**src/rtl/hamming_pkg.sv**
```systemverilog
// Shared types and helpers for the SECDED serial receiver: parity-width
// calculation, Hamming position helpers, decode outcome and FSM state enums.
package hamming_pkg;

  localparam int MAX_DATA_W = 57;
  localparam int MAX_POS    = 64;

  typedef enum logic [1:0] {
    CLEAN   = 2'd0,
    SINGLE  = 2'd1,
    P0_ONLY = 2'd2,
    DOUBLE  = 2'd3
  } dec_outcome_e;

  typedef enum logic {
    RECV   = 1'b0,
    DECODE = 1'b1
  } rx_state_e;

  // Smallest r with 2^r >= data_w + r + 1; seven steps cover data_w up to 57
  function automatic int calc_par_w(input int data_w);
    int r;
    r = 1;
    for (int i = 0; i < 7; i++) begin
      if ((1 << r) < (data_w + r + 1)) r = r + 1;
    end
    return r;
  endfunction

  // Parity bits live at the power-of-two Hamming positions
  function automatic logic is_pow2(input int pos);
    return (pos > 0) && ((pos & (pos - 1)) == 0);
  endfunction

  // Hamming position of the k-th data bit (k = 0 is the lowest data position)
  function automatic int data_pos(input int k);
    int cnt;
    int pos;
    cnt = 0;
    pos = 0;
    for (int p = 1; p <= MAX_POS; p++) begin
      if (!is_pow2(p)) begin
        if ((cnt == k) && (pos == 0)) pos = p;
        cnt = cnt + 1;
      end
    end
    return pos;
  endfunction

endpackage

```
**src/rtl/hamming_secded_dec.sv**
```systemverilog
// Combinational SECDED decode of one codeword: cw[p] holds Hamming position p
// (1..N) and cw[0] holds the overall parity bit p0.
module hamming_secded_dec
  import hamming_pkg::*;
#(
  parameter  int DATA_W = 4,
  localparam int PAR_W  = calc_par_w(DATA_W),
  localparam int N      = DATA_W + PAR_W,
  localparam int CW_W   = N + 1
) (
  input  logic [CW_W-1:0]   cw,
  output logic [DATA_W-1:0] data,
  output logic [PAR_W-1:0]  syndrome,
  output dec_outcome_e      outcome
);

  logic [PAR_W-1:0] s;
  logic             pf;
  logic [CW_W-1:0]  fixed;

  // Syndrome and overall parity, classification, single-bit fix, data extraction
  always_comb begin
    s       = '0;
    pf      = ^cw;
    fixed   = cw;
    outcome = CLEAN;
    for (int p = 1; p <= N; p++) begin
      if (cw[p]) s = s ^ PAR_W'(p);
    end
    if (pf) begin
      if (s == '0) begin
        outcome = P0_ONLY;
      end else if (int'(s) <= N) begin
        outcome = SINGLE;
        for (int p = 1; p <= N; p++) begin
          if (PAR_W'(p) == s) fixed[p] = ~cw[p];
        end
      end else begin
        outcome = DOUBLE;
      end
    end else if (s != '0) begin
      outcome = DOUBLE;
    end
    data = '0;
    for (int k = 0; k < DATA_W; k++) begin
      data[DATA_W-1-k] = fixed[data_pos(k)];
    end
    syndrome = s;
  end

endmodule

```
**src/rtl/hamming_secded_rx.sv**
```systemverilog
// Serial Hamming SECDED receiver: bit capture with resync, a RECV/DECODE FSM,
// registered decode results with a one-cycle valid pulse, saturating counters.
module hamming_secded_rx
  import hamming_pkg::*;
#(
  parameter  int DATA_W = 4,
  parameter  int CNT_W  = 8,
  localparam int PAR_W  = calc_par_w(DATA_W),
  localparam int N      = DATA_W + PAR_W,
  localparam int CW_W   = N + 1
) (
  input  logic              clk,
  input  logic              rst,
  input  logic              data_in,
  input  logic              strobe_in,
  input  logic              sync_in,
  input  logic              cnt_clr,
  output logic [DATA_W-1:0] data_out,
  output logic              out_valid,
  output logic              err_corrected,
  output logic              err_double,
  output logic [PAR_W-1:0]  syndrome,
  output logic [CNT_W-1:0]  corr_cnt,
  output logic [CNT_W-1:0]  dbl_cnt
);

  localparam int BC_W = $clog2(CW_W);

  rx_state_e         state_q, state_d;
  logic [BC_W-1:0]   bit_cnt_q, bit_cnt_d;
  logic [CW_W-1:0]   shift_q, shift_d;
  logic [CW_W-1:0]   dec_q, dec_d;
  logic [DATA_W-1:0] data_out_q, data_out_d;
  logic              out_valid_q, out_valid_d;
  logic              err_corrected_q, err_corrected_d;
  logic              err_double_q, err_double_d;
  logic [PAR_W-1:0]  syndrome_q, syndrome_d;
  logic [CNT_W-1:0]  corr_cnt_q, corr_cnt_d;
  logic [CNT_W-1:0]  dbl_cnt_q, dbl_cnt_d;
  logic              frame_done;

  logic [DATA_W-1:0] dec_data;
  logic [PAR_W-1:0]  dec_syndrome;
  dec_outcome_e      dec_outcome;
  logic              flag_corr;
  logic              flag_dbl;

  hamming_secded_dec #(
    .DATA_W (DATA_W)
  ) u_dec (
    .cw       (dec_q),
    .data     (dec_data),
    .syndrome (dec_syndrome),
    .outcome  (dec_outcome)
  );

  assign flag_corr = (dec_outcome == SINGLE) || (dec_outcome == P0_ONLY);
  assign flag_dbl  = (dec_outcome == DOUBLE);

  // Capture, FSM next state, output register and counter next-state logic
  always_comb begin
    shift_d         = shift_q;
    bit_cnt_d       = bit_cnt_q;
    dec_d           = dec_q;
    frame_done      = 1'b0;
    data_out_d      = data_out_q;
    err_corrected_d = err_corrected_q;
    err_double_d    = err_double_q;
    syndrome_d      = syndrome_q;
    corr_cnt_d      = corr_cnt_q;
    dbl_cnt_d       = dbl_cnt_q;

    if (strobe_in) shift_d = {shift_q[CW_W-2:0], data_in};
    if (sync_in) begin
      bit_cnt_d = strobe_in ? BC_W'(1) : '0;
    end else if (strobe_in) begin
      if (bit_cnt_q == BC_W'(CW_W - 1)) begin
        bit_cnt_d  = '0;
        frame_done = 1'b1;
      end else begin
        bit_cnt_d = bit_cnt_q + 1'b1;
      end
    end

    // First received bit (position 1) ends up at the top of the shift register
    if (frame_done) begin
      for (int p = 1; p <= N; p++) begin
        dec_d[p] = shift_d[CW_W-p];
      end
      dec_d[0] = shift_d[0];
    end

    state_d     = frame_done ? DECODE : RECV;
    out_valid_d = (state_q == DECODE);

    if (state_q == DECODE) begin
      data_out_d      = dec_data;
      err_corrected_d = flag_corr;
      err_double_d    = flag_dbl;
      syndrome_d      = dec_syndrome;
    end

    if (cnt_clr) begin
      corr_cnt_d = '0;
      dbl_cnt_d  = '0;
    end else if (state_q == DECODE) begin
      if (flag_corr && (corr_cnt_q != '1)) corr_cnt_d = corr_cnt_q + 1'b1;
      if (flag_dbl && (dbl_cnt_q != '1))   dbl_cnt_d  = dbl_cnt_q + 1'b1;
    end
  end

  // All state, including the FSM, registered with synchronous active-low reset
  always_ff @(posedge clk) begin
    if (!rst) begin
      state_q         <= RECV;
      bit_cnt_q       <= '0;
      shift_q         <= '0;
      dec_q           <= '0;
      data_out_q      <= '0;
      out_valid_q     <= 1'b0;
      err_corrected_q <= 1'b0;
      err_double_q    <= 1'b0;
      syndrome_q      <= '0;
      corr_cnt_q      <= '0;
      dbl_cnt_q       <= '0;
    end else begin
      state_q         <= state_d;
      bit_cnt_q       <= bit_cnt_d;
      shift_q         <= shift_d;
      dec_q           <= dec_d;
      data_out_q      <= data_out_d;
      out_valid_q     <= out_valid_d;
      err_corrected_q <= err_corrected_d;
      err_double_q    <= err_double_d;
      syndrome_q      <= syndrome_d;
      corr_cnt_q      <= corr_cnt_d;
      dbl_cnt_q       <= dbl_cnt_d;
    end
  end

  assign data_out      = data_out_q;
  assign out_valid     = out_valid_q;
  assign err_corrected = err_corrected_q;
  assign err_double    = err_double_q;
  assign syndrome      = syndrome_q;
  assign corr_cnt      = corr_cnt_q;
  assign dbl_cnt       = dbl_cnt_q;

endmodule

```
**config.mk**
```make
export PLATFORM = sky130hd
export DESIGN_NAME = hamming_secded_rx
export DESIGN_NICKNAME = d
export VERILOG_FILES = /design/src/rtl/hamming_pkg.sv /design/src/rtl/hamming_secded_dec.sv /design/src/rtl/hamming_secded_rx.sv
export SDC_FILE = /design/constraint.sdc
export NUM_CORES = 1
export LEC_CHECK = 0
export BUFFER_PORTS_ARGS = -buffer_cell sky130_fd_sc_hd__buf_2
export CAP_MARGIN = 20
export CORE_AREA = 2 2 75 77
export DETAILED_ROUTE_END_ITERATION = 10
export DIE_AREA = 0 0 77 79
export RECOVER_POWER = 100
export SLEW_MARGIN = 20
export SYNTH_ARGS = -nofsm -noshare
export SYNTH_HDL_FRONTEND = slang
export SYNTH_SLANG_ARGS = --single-unit
```
**constraint.sdc**
```tcl
create_clock -name clk -period 2.7 [get_ports clk]
set_input_delay 0.135 -clock clk [delete_from_list [all_inputs] [get_ports clk]]
set_output_delay 0.135 -clock clk [all_outputs]
set_load 0.02 [all_outputs]
```
---- Word-level counts from Yosys, hierarchy flattened ----
Index checks and enable logic that the tools add are counted.
storage, ports and cells
  register bits ........................... 46
  bits of input ports ..................... 6
  output and inout port bits .............. 26
operators by class
  reduce and logical (&&, ||, !) cells .... 10
  muxes and demuxes ....................... 28
  $add $sub $neg .......................... 3
  bitwise operators ....................... 14
  eq/ne operators ......................... 13
operators by type and width
  kind                                                                   count
  3-bit two-way mux                                                      7
  8-bit by 1-bit adder with 8-bit output, second input constant          2
  8-bit != test, second input constant                                   2
  7-bit two-way mux                                                      2
  1-bit two-way mux                                                      13
  3-bit equality test, first input constant                              4
  2-bit two-way mux                                                      5
  8-bit two-way mux                                                      1
  1-bit inverter                                                         8
  8-bit XOR reduction                                                    1
  2-bit by 3-bit equality test with 1-bit output, first input constant   2
  2-bit inverter                                                         3
  2-bit equality test, second input constant                             2
  2-bit AND reduction                                                    2
  3-bit by 1-bit adder with 3-bit output, second input constant          1
  1-bit by 3-bit equality test with 1-bit output, first input constant   1
  3-bit equality test, second input constant                             1
  3-bit logical NOT                                                      1
  3-bit inverter                                                         1
  3-bit nonzero test                                                     1
  2-bit by 1-bit equality test with 1-bit output, second input constant  1
  1-bit logical AND                                                      2
  1-bit inverter, first input constant                                   2
  2-bit nonzero test                                                     1
  2 further kinds                                                        2

---- Longest topological paths before layout ----
Gate-level depths: netlist of the first run.
  depth in word-level cells ............... 18
  gate-level depth with buffers ........... 7
  depth with buffers taken out ............ 7

---- Cells and area by module ----
From an unflattened synthesis of the first run, not the netlist that was laid out.
second synthesis, totals
  cell total of the unflattened synthesis .. 227
  area total of the unflattened synthesis .. 2185.8 um^2
by module, submodules not included
  module              cells an instance  sequential area each (um^2)  times used  area an instance (um^2)
  hamming_secded_rx   190                900.9                        1           1875.5
  hamming_secded_dec  37                 0.0                          1           310.3

---- Worst setup path before layout of the first run ----
No wires, ideal clock.
  path kind ............................... register to register
  from .................................... register dec_q[5]
  to ...................................... register corr_cnt_q[4] (netlist: corr_cnt[4])
  stages on the path, launching flop included .. 8
  setup time .............................. 0.059 ns
  data required time ...................... 2.641 ns
  data arrival time ....................... 1.930 ns
  path slack .............................. 0.711 ns
  cell sequence ........................... dfxtp_1 > buf_6 > xnor3_2 > xnor2_4 > xnor2_1 > nand3_2 > or4_1 > nand2_1
on the way
  longest elaborated chain between the ends .. 12
  elaborated cells on any way between the ends .. 16
RTL lines
  what                                                                                          RTL line                                            source
  start: declaration                                                                            hamming_secded_rx.sv:32                             logic [CW_W-1:0] dec_q, dec_d;
  start signal: assignment                                                                      hamming_secded_rx.sv:118                            dec_q <= '0;
  start signal: assignment                                                                      hamming_secded_rx.sv:130                            dec_q <= dec_d;
  3-bit two-way mux                                                                             hamming_secded_dec.sv:28                            if (cw[p]) s = s ^ PAR_W'(p);
  2-bit inverter (no source line)                                                               --
  3-bit two-way mux                                                                             hamming_secded_dec.sv:28
  3-bit inverter (no source line)                                                               --
  3-bit two-way mux                                                                             hamming_secded_dec.sv:28
  3-bit nonzero test / 3-bit logical NOT (equally long branches)                                hamming_secded_dec.sv:41, hamming_secded_dec.sv:31
  2-bit two-way mux (on tied branches)                                                          hamming_secded_dec.sv:41, hamming_secded_dec.sv:31
  2-bit two-way mux (*)                                                                         hamming_secded_dec.sv:30                            if (pf) begin
  2-bit by 1-bit equality test with 1-bit output / 2-bit equality test (equally long branches)  hamming_secded_rx.sv:57                             assign flag_corr = (dec_outcome == SINGLE) || (dec_outcome == P0_ONLY);
  1-bit logical OR (*)                                                                          hamming_secded_rx.sv:57
  1-bit logical AND (*)                                                                         hamming_secded_rx.sv:107                            if (flag_corr && (corr_cnt_q != '1)) corr_cnt_d = corr_cnt_q + 1'b1;
  2-bit AND reduction (no source line) (*)                                                      --
  end signal: assignment                                                                        hamming_secded_rx.sv:136                            corr_cnt_q <= corr_cnt_d;
  end: declaration                                                                              hamming_secded_rx.sv:38                             logic [CNT_W-1:0] corr_cnt_q, corr_cnt_d;
Every way passes the cells marked *; elsewhere a longest branch is shown, timed or not.
A chain may end at the register's enable or synchronous reset.

---- Final worst setup path of the first run ----
  from .................................... register dec_q[5]
  to ...................................... register dbl_cnt_q[7] (netlist: dbl_cnt[7])
on the way
  longest elaborated chain between the ends .. 11
  elaborated cells on any way between the ends .. 14
RTL lines
  what                                                            RTL line                                            source
  3-bit two-way mux                                               hamming_secded_dec.sv:28
  2-bit inverter (no source line)                                 --
  3-bit two-way mux                                               hamming_secded_dec.sv:28
  3-bit inverter (no source line)                                 --
  3-bit two-way mux                                               hamming_secded_dec.sv:28
  3-bit nonzero test / 3-bit logical NOT (equally long branches)  hamming_secded_dec.sv:41, hamming_secded_dec.sv:31
  2-bit two-way mux (on tied branches)                            hamming_secded_dec.sv:41, hamming_secded_dec.sv:31
  2-bit two-way mux (*)                                           hamming_secded_dec.sv:30
  2-bit equality test (*)                                         hamming_secded_rx.sv:58                             assign flag_dbl = (dec_outcome == DOUBLE);
  1-bit logical AND (*)                                           hamming_secded_rx.sv:108                            if (flag_dbl && (dbl_cnt_q != '1)) dbl_cnt_d = dbl_cnt_q + 1'b1;
  2-bit AND reduction (no source line) (*)                        --
  end signal: assignment                                          hamming_secded_rx.sv:137                            dbl_cnt_q <= dbl_cnt_d;
  end: declaration                                                hamming_secded_rx.sv:39                             logic [CNT_W-1:0] dbl_cnt_q, dbl_cnt_d;
Marked as above.

==> metrics.md, run 1 <==
| Metric | Value |
|---|---|
| Row count | `27` |
| First-pass GRT wire length | `7.13 mm` |
| Largest area contributor in the synthesized netlist | `dfxtp_1` |
| Final hold vios | `0` |
| Clock skew | `0.00756 ns` |
| Ys async rst share | `0%` |
| Power density over cell area | `488 nW/µm²` |
| Antenna diode count | `0` |
| Syn. warnings | `0` |
| Mapped Avg Cell Area | `9.54 µm²` |
| Top-count cell post-synth | `dfxtp_1` |
| Root Buffer | `clkbuf_8` |
| Core area | `5340 µm²` |
| HPWL after DPL | `3.00 mm` |
| CP Capture Type | `flip-flop` |
| Post-route minimum period | `2.31 ns` |
| Netlist cell types | `48` |
| Post_cts resized | `0` |
| Grt total ovfl | `0` |
| Sw Share | `19.7%` |
| Final Max Slew Viols | `0` |
| Top post-synthesis cells by count | `45 x dfxtp_1, 20 x mux2i_1, 18 x nand3_1, 18 x nor2b_1, 15 x nor2_1` |
| Synth Register Bits | `45` |
| Clock buffer depth | `2` |
| Leak | `0.940 nW` |
| Die H | `79 µm` |
| Arr. time, crit path | `2.48 ns` |
| Crit share post-route | `85.5%` |
| Initial antenna violation count | `0` |
| Initial Util | `42.9%` |
| Worst Hold Class | `in -> reg` |
| GP Congestion | `0.719` |
| Die ar. | `6080 µm²` |
| Final setup fails | `0` |
| # IOs | `32` |
| Iter 0 DRT Violations | `77` |
| Final layout net count | `274` |
| Routed Wire Length | `4.30 mm` |
| Drt pass-1 iters | `4` |
| Vias/cell | `5.06` |
| Fill cells | `552` |
| Final WS setup | `0.392 ns` |
| CTS tree | `done` |
| CP required | `2.87 ns` |
| Post-layout util | `47.0%` |
| Layout area overhead | `9.51%` |
| Yosys top cell area share | `39.3%` |
| Setup_tns | `0 ns` |
| Post-CTS setup buffers | `0` |
| Largest net degree at the start of global routing | `30` |
| Seq pwr share | `54.7%` |
| Drt drc | `0` |
| H-tree levels | `2` |
| Psw | `0.241 mW` |
| DR vias | `1705` |
| Status | `finished clean` |
| MaxCap Viol Count | `0` |
| Dpl ws | `0.514 ns` |
| # port buffers | `31` |
| Worst-Skew Late Latency | `0.30 ns` |
| Mapped Nets | `250` |
| Post-synthesis sequential area ratio | `39.3%` |
| Die width | `77 µm` |
| Pwr Total | `1.22 mW` |
| ANT nets after route | `0` |
| Cell Int Power | `0.982 mW` |
| Clock network fraction of design power | `42.7%` |
| Number of global-route vias before repair | `1428` |
| Comb power frac | `2.7%` |
| Hold buffer count at cts | `0` |
| Fmax | `433 MHz` |
| Setup CP Type | `reg -> reg` |
| Routed WL per cell | `12.8 µm` |
| Worst-path maximum fanout | `10` |
| Clock-pin slew on the worst setup and hold paths | `0.08 ns` |
| Layout cell share with drive strength beyond 1 | `7.17%` |
| Primary FF master, synth | `dfxtp_1` |
| Cell count after synthesis | `240` |
| Post-synth EDFFs | `0` |
| Synth top area cells | `dfxtp_1 39%, mux2i_1 8.7%, nor2b_1 4.9%` |
| Least-Margin Pin Slew | `0.881 ns` |
| Rel. slew slack | `41.3%` |
| Mapped cell area | `2290 µm²` |
| Global-route usage over all layers | `14.7%` |
| CTS Buf Count | `5` |
| Clock sinks | `45` |
| RSZ-0062 raised after global routing | `false` |
| Critical path startpoint category | `flip-flop` |
| Peak supply drop | `0.253 mV` |
[stage by stage]
stage | area [µm²] | cells | hold slack, ns
after floorplan | 2290 | 240 | 0.301
after global placement | 2450 | 329 | 0.411
after detailed placement | 2450 | 329 | 0.418
after CTS | 2560 | 337 | 0.107
after global routing | 2510 | 337 | 0.120
final | 2510 | 337 | 0.111
[per-layer routing]
| metal | wire length (µm) | global-route usage (%) | vias to the layer above |
|---|---|---|---|
| li1 | - | - | 893 |
| met1 | 2140 | 20.6 | 780 |
| met2 | 1940 | 21.2 | 28 |
| met3 | 171 | 4.89 | 4 |
| met4 | 51 | 4.82 | 0 |
| met5 | 0 | 0 | - |
[flip-flops by register name, summed over array words and instances, names as in the netlist]
name           cells
corr_cnt           8
dbl_cnt            8
dec_q              8
shift_q            7
data_out           4
bit_cnt_q          3
syndrome           3
err_corrected      1
err_double         1
out_valid          1
out_valid_d        1
[power groups by stage]
| stage | sequential (mW) | combinational [mW] | clock [mW] |
|---|---|---|---|
| detailed placement | 0.684 | 0.0334 | 0 |
| global placement | 0.684 | 0.0327 | 0 |
| finish | 0.669 | 0.0327 | 0.522 |
| floorplan | 0.684 | 0.0254 | 0 |
| global route | 0.669 | 0.0366 | 0.573 |
| CTS | 0.669 | 0.0337 | 0.541 |
[kinds of logic (layout without fill, tap and decap cells)]
kind of cell    count (synthesis)  after routing  share of synthesized area [%]
xor+xnor                       20             20                           10.6
mux                            20             20                           8.74
simple gates                   92             92                           22.0
fa+ha+maj                       4              4                           2.19
buf+inv                        17             42                           4.54
compound gates                 42             42                           12.6
flops                          45             45                           39.3
[area by class of cell]
| class | instances | area (µm²) | area share (%) |
|---|---|---|---|
| well taps | 72 | 90.1 | 3.59 |
| inverters | 2 | 7.51 | 0.299 |
| multi-input cells | 178 | 1270 | 50.5 |
| repair buffers | 32 | 126 | 5.04 |
| clock inverters | 1 | 30.0 | 1.20 |
| flip-flops and latches | 45 | 901 | 35.9 |
| clock buffers | 7 | 86.3 | 3.44 |
[cells in the final DEF, fill, tap and decap left out, types with 2 or more instances in the layout]
cell type  count
nor2b_1       18
xor2_1         8
a21boi_0       3
and2_0         2
nand2_1       14
buf_2          5
o21ai_0       10
o311ai_0       2
mux2i_1       20
inv_1          2
a31oi_1        3
xnor2_4        2
nand4_1        2
clkbuf_8       6
xnor2_2        2
or3_1          3
nor2_1        15
o211ai_1       2
nand2b_1       7
dfxtp_1       45
o41ai_1        4
clkbuf_1      28
nor3_1         2
a21oi_1        9
and3_1         3
nand3_1       19
xnor2_1        7
ha_1           4
[final timing paths]
check	slack, ns	start	cells past startpoint	end
worst max-delay path	0.39	dec_q[5]$_SDFFE_PN0P_	6	dbl_cnt[7]$_SDFFE_PP0P_
worst min register to register	0.48	data_out[0]$_SDFFE_PN0P_	2	data_out[0]$_SDFFE_PN0P_
worst min-delay path	0.11	data_in	3	dec_q[0]$_SDFFE_PN0P_
worst max register to register	0.39	dec_q[5]$_SDFFE_PN0P_	6	dbl_cnt[7]$_SDFFE_PP0P_
[critical path: stages, from the launching register on]
cell	delay [ns]
dfxtp_1	0.47
xnor3_1	0.47
xnor2_4	0.21
nand2_1	0.20
nand3b_1	0.31
o311ai_0	0.41
o41ai_1	0.12
No activity file was read; power rests on OpenSTA's default activity.
==> run 2: changes to the inputs <==
--- a/config.mk
+++ b/config.mk
@@ -12,3 +12,5 @@
 export DIE_AREA = 0 0 77 79
+export PLACE_DENSITY = 0.66
 export RECOVER_POWER = 100
+export SETUP_SLACK_MARGIN = 0.02
 export SLEW_MARGIN = 20
==> constraint.sdc (replaced) <==
create_clock -name clk -period 2.1 [get_ports clk]
set_input_delay 0.21 -clock clk [delete_from_list [all_inputs] [get_ports clk]]
set_output_delay 0.21 -clock clk [all_outputs]
set_load 0.02 [all_outputs]
==> run 2 against run 1 <==
Effect of this change: maximum frequency grew 15%; clock skew shrank 0.0029 ns; cell area grew 6.5%; first-iteration DRC count shrank 16%; setup slack lost 0.31 ns; critical path depth is the same.
==> metrics.md, run 2 (same netlist as run 1, synthesis figures left out) <==
| Metric | Value |
|---|---|
| Status | `finished clean` |
| Die width | `77 µm` |
| CP Capture Type | `flip-flop` |
| Global-route usage over all layers | `15.3%` |
| Worst Hold Class | `in -> reg` |
| Reg2reg start | `dec_q[6]$_SDFFE_PN0P_` |
| ANT nets after route | `0` |
| Most common cell after layout, fill and taps aside | `dfxtp_1` |
| First-pass GRT wire length | `7.55 mm` |
| CTS Buf Count | `5` |
| R2R depth | `6` |
| Final layout net count | `288` |
| GP Congestion | `0.850` |
| Drt drc | `0` |
| Fill cells | `567` |
| Post-route minimum period | `2.01 ns` |
| Initial antenna violation count | `0` |
| Layout cell share with drive strength beyond 1 | `16.8%` |
| Die H | `79 µm` |
| # port buffers | `31` |
| Grt total ovfl | `0` |
| Clock-pin slew on the worst setup and hold paths | `0.08 ns` |
| Leak | `1.04 nW` |
| H-tree levels | `2` |
| HPWL after DPL | `3.26 mm` |
| Power density over cell area | `557 nW/µm²` |
| Antenna diode count | `0` |
| Die ar. | `6080 µm²` |
| Crit path to | `corr_cnt[4]$_SDFFE_PP0P_` |
| Clock skew | `0.00466 ns` |
| Routed Wire Length | `4.71 mm` |
| Commonest non-fill, non-tap cells in the layout | `44 x dfxtp_1, 27 x clkbuf_1, 20 x mux2i_1` |
| Initial Util | `42.9%` |
| Routed WL per cell | `13.4 µm` |
| Drt pass-1 iters | `4` |
| Clock buffer depth | `2` |
| Final hold vios | `0` |
| Clock sinks | `45` |
| Core area | `5340 µm²` |
| Root Buffer | `clkbuf_8` |
| RSZ-0062 raised after global routing | `true` |
| CP required | `2.35 ns` |
| Hold buffer count at cts | `0` |
| Pwr Total | `1.49 mW` |
| Row count | `27` |
| Least-Margin Pin Slew | `0.755 ns` |
| Number of global-route vias before repair | `1686` |
| Critical path startpoint category | `flip-flop` |
| Iter 0 DRT Violations | `65` |
| Fin Hold WS | `0.183 ns` |
| # IOs | `32` |
| Worst Setup SP | `dec_q[6]$_SDFFE_PN0P_` |
| Crit share post-route | `95.9%` |
| DR vias | `1829` |
| Rel. slew slack | `49.7%` |
| Post-layout util | `50.0%` |
| CTS tree | `done` |
| Fmax | `497 MHz` |
| Peak supply drop | `0.341 mV` |
| Vias/cell | `5.21` |
| Worst-path maximum fanout | `8` |
| Worst-Skew Late Latency | `0.30 ns` |
| Setup CP Type | `reg -> reg` |
| Reg-to-reg slack, setup | `0.09 ns` |
| Largest net degree at the start of global routing | `22` |
| R2R Path End | `corr_cnt[4]$_SDFFE_PP0P_` |
| MaxCap Viol Count | `0` |
| Final setup fails | `0` |
| Final Max Slew Viols | `0` |
| Arr. time, crit path | `2.26 ns` |
| Layout area overhead | `16.6%` |
run 2: area by class of cell:
| class | count | area [µm²] | share of cell area (%) |
|---|---|---|---|
| clock buffers | 7 | 96.3 | 3.61 |
| clock inverters | 1 | 5.00 | 0.187 |
| inverters | 2 | 7.51 | 0.281 |
| multi-input cells | 179 | 1350 | 50.4 |
| flip-flops and latches | 45 | 902 | 33.8 |
| well taps | 72 | 90.1 | 3.37 |
| repair buffers | 45 | 224 | 8.39 |
run 2: report_power, final:
part	switching, mW	internal, mW
combinational	0.0250	0.0214
sequential	0.00330	0.856
clock	0.283	0.297
run 2: through the flow:
step           std cells  setup slack, ns  instance area, µm²  setup TNS [ns]
3_3_place_gp         338            0.153                2510               0
5_1_grt              351         -0.00722                2670        -0.00881
4_1_cts              346           0.0378                2620               0
3_5_place_dp         338           0.0656                2510               0
6_report             351           0.0862                2670               0
2_1_floorplan        240            0.111                2290               0
run 2: routing by layer:
layer,wire length (µm),vias to the layer above,GRT usage [%]
li1,-,921,-
met1,2140,870,17.6
met2,2320,31,27.1
met3,179,7,3.86
met4,70,0,6.07
met5,0,-,0
run 2: what timing repair did:
item / 4_1_cts / 5_1_grt
buffers inserted: 0 / 4
gates resized for setup: 0 / 11
setup endpoints to repair: 0 / 8
run 2: worst max-delay path, cell delays in order (launching register included):
cell     delay (ns)
dfxtp_2        0.34
xnor3_2        0.48
xnor2_4        0.34
xnor2_2        0.17
nand3_2        0.10
or4_4          0.48
nand2_1        0.06
run 2: worst min path at each step:
stage | startpoint | endpoint | slack, ns | cells after the start
final | data_in | shift_q[0]$_SDFF_PN0_ | 0.18 | 3
after global routing | data_in | dec_q[0]$_SDFFE_PN0P_ | 0.21 | 3
after CTS | data_in | shift_q[0]$_SDFF_PN0_ | 0.18 | 3
after detailed placement | syndrome[0]$_SDFFE_PN0P_ | syndrome[0]$_SDFFE_PN0P_ | 0.47 | 1
after global placement | err_corrected$_SDFFE_PN0P_ | err_corrected$_SDFFE_PN0P_ | 0.46 | 2
after floorplan | data_in | dec_q[0]$_SDFFE_PN0P_ | 0.38 | 2
==> run 3: changes to the inputs <==
Settings changed: ABC_AREA set to 1, PLACE_DENSITY 0.66 to 0.65.
==> run 3 against run 2 <==
Effect of this change: first-iteration DRC count grew 20%; maximum frequency grew 15%; highest routed layer unchanged; sequential share of layout area grew 2.6 points; synthesized cell count grew 30%; count of clock-buffer cells in the layout is the same; critical path depth grew 4; sequential power grew 3.0%; critical endpoint is now dbl_cnt[1]$_SDFFE_PP0P_; routed wire length shrank 2.2%; global-route usage grew 0.51 points; combinational power grew 15%; cell area shrank 5.3%; flip-flop and latch count grew 1.
==> metrics.md, run 3 <==
| Metric | Value |
|---|---|
| Clock skew | `0.00325 ns` |
| Worst-Skew Late Latency | `0.29 ns` |
| Placed Area | `2500 µm²` |
| Post-CTS setup buffers | `0` |
| Largest net degree at the start of global routing | `19` |
| Critical path startpoint category | `flip-flop` |
| Status | `finished clean` |
| Antenna diode count | `0` |
| Post-synthesis sequential area ratio | `40.4%` |
| Final layout net count | `352` |
| Crit share post-route | `83.2%` |
| Final hold vios | `0` |
| Sw Share | `21.8%` |
| Peak supply drop | `0.353 mV` |
| Final setup fails | `0` |
| Number of global-route vias before repair | `1769` |
| Fin Hold WS | `0.199 ns` |
| Routed Wire Length | `4.60 mm` |
| CP required | `2.29 ns` |
| Mapped Nets | `321` |
| ANT nets after route | `0` |
| Mapped Avg Cell Area | `7.32 µm²` |
| Largest area contributor in the synthesized netlist | `dfxtp_1` |
| Drt pass-1 iters | `4` |
| Initial Util | `42.7%` |
| Root Buffer | `clkbuf_8` |
| HPWL after DPL | `3.39 mm` |
| Rel. slew slack | `60.8%` |
| Mapped cell area | `2280 µm²` |
| Setup CP Type | `reg -> reg` |
| Leak | `1.07 nW` |
| Pwr Total | `1.44 mW` |
| Syn. warnings | `0` |
| Psw | `0.314 mW` |
| Iter 0 DRT Violations | `78` |
| Post_cts resized | `0` |
| Clock sinks | `46` |
| Most common cell after layout, fill and taps aside | `nand2_1` |
| Yosys top cell area share | `40.4%` |
| Setup_tns | `0 ns` |
| Top-count cell post-synth | `nand2_1` |
| Die ar. | `6080 µm²` |
| Final Max Slew Viols | `0` |
| Netlist cell types | `31` |
| CTS tree | `done` |
| Post-route minimum period | `1.75 ns` |
| Worst Hold Class | `in -> reg` |
| Comb power frac | `3.7%` |
| Core area | `5340 µm²` |
| Grt total ovfl | `0` |
| Cell Int Power | `1.13 mW` |
| Synth top area cells | `dfxtp_1 40%, nand2_1 12%, a21oi_1 8.1%` |
| GP Congestion | `0.857` |
| RSZ-0062 raised after global routing | `false` |
| DR vias | `1976` |
| Clock-pin slew on the worst setup and hold paths | `0.08 ns` |
| Commonest non-fill, non-tap cells in the layout | `75 x nand2_1, 46 x dfxtp_1, 37 x a21oi_1` |
| Die H | `79 µm` |
| Cell count after synthesis | `311` |
| Ys async rst share | `0%` |
| Top post-synthesis cells by count | `74 x nand2_1, 46 x dfxtp_1, 37 x a21oi_1, 34 x nor2_1, 25 x inv_1` |
| # port buffers | `31` |
| MaxCap Viol Count | `0` |
| # IOs | `32` |
| Fmax | `573 MHz` |
| Arr. time, crit path | `1.94 ns` |
| Die width | `77 µm` |
| Drt drc | `0` |
| Initial antenna violation count | `0` |
| Primary FF master, synth | `dfxtp_1` |
| Vias/cell | `4.77` |
| Worst-path maximum fanout | `8` |
| H-tree levels | `2` |
| Global-route usage over all layers | `15.8%` |
| Post-synth EDFFs | `0` |
| Final Instance Area | `2530 µm²` |
| Least-Margin Pin Slew | `0.587 ns` |
| Clock buffer depth | `2` |
| Row count | `27` |
| Layout cell share with drive strength beyond 1 | `7.89%` |
| Seq pwr share | `61.5%` |
| Power density over cell area | `570 nW/µm²` |
| Clock network fraction of design power | `34.8%` |
| Synth Register Bits | `46` |
| CP Capture Type | `flip-flop` |
| CTS Buf Count | `5` |
| First-pass GRT wire length | `7.82 mm` |
| Hold buffer count at cts | `0` |
| Routed WL per cell | `11.1 µm` |
| Layout area overhead | `11.0%` |
-- run 3: changes by cell type in the layout (fill, tap and decap cells not counted), moves of 7 or more --
cell	previous run	this run
mux2i_1	20	2
nor2_1	15	35
nor2b_1	18	0
inv_1	2	26
buf_4	13	1
nand2_1	13	75
a21oi_1	7	37
nand2b_1	7	0
-- run 3: critical path, cell delays in order (launching register included) --
cell,delay (ns)
dfxtp_1,0.36
inv_1,0.14
nand2_1,0.06
nand2_1,0.11
nand2_1,0.06
nand2_1,0.12
nand3_1,0.10
nand2_1,0.17
nand4_2,0.23
o21ai_0,0.25
nor2_1,0.05
-- run 3: area by class of cell --
class                      count  area (µm²)
inverter                      30         118
multi-input combinational    226        1190
fill                         584        2810
clock buffer                   7        76.3
sequential                    46         921
tap                           72        90.1
timing repair buffer          33         133
-- run 3: kinds of logic (layout without fill, tap and decap cells) --
logic type,Yosys count,count (layout),synth area share (%)
buffers and inverters,39,70,6.81
adders and majority gates,4,4,2.20
and+or+nand+nor,150,150,31.4
AOI/OAI and AO/OA,55,55,12.5
DFF,46,46,40.4
xor gates and xnor gates,15,15,5.77
muxes,2,2,0.879
-- run 3: routing by layer --
layer / vias up / track usage [%] / wire length [µm]
met1: 876 / 20.1 / 2240
li1: 1070 / - / -
met4: 0 / 5.71 / 24
met2: 28 / 26.1 / 2140
met3: 2 / 3.86 / 192
met5: - / 0 / 0
-- run 3: stage by stage --
stage | utilization, % | setup WS (ns) | std cells
after global routing | 47.4 | 0.141 | 414
after detailed placement | 46.8 | 0.410 | 407
after CTS | 48.3 | 0.392 | 414
final | 47.4 | 0.353 | 414
after floorplan | - | 0.493 | 311
after global placement | 46.8 | 0.417 | 407
-- run 3: power by group through the flow --
stage               combinational (mW)  clock [mW]  sequential (mW)
finish                          0.0535       0.502            0.886
global route                    0.0618       0.563            0.888
CTS                             0.0539       0.530            0.886
detailed placement              0.0539           0            0.907
global placement                0.0534           0            0.907
floorplan                       0.0382           0            0.906
-- run 3: path summary, 6_finish.rpt --
path / start / slack [ns] / to / depth (start not counted)
setup reg to reg: dec_q[3]$_SDFFE_PN0P_ / 0.35 / dbl_cnt[1]$_SDFFE_PP0P_ / 10
hold / removal: cnt_clr / 0.20 / corr_cnt[0]$_SDFFE_PP0P_ / 4
hold reg to reg: err_corrected$_SDFFE_PN0P_ / 0.47 / err_corrected$_SDFFE_PN0P_ / 2
setup / recovery: dec_q[3]$_SDFFE_PN0P_ / 0.35 / dbl_cnt[1]$_SDFFE_PP0P_ / 10
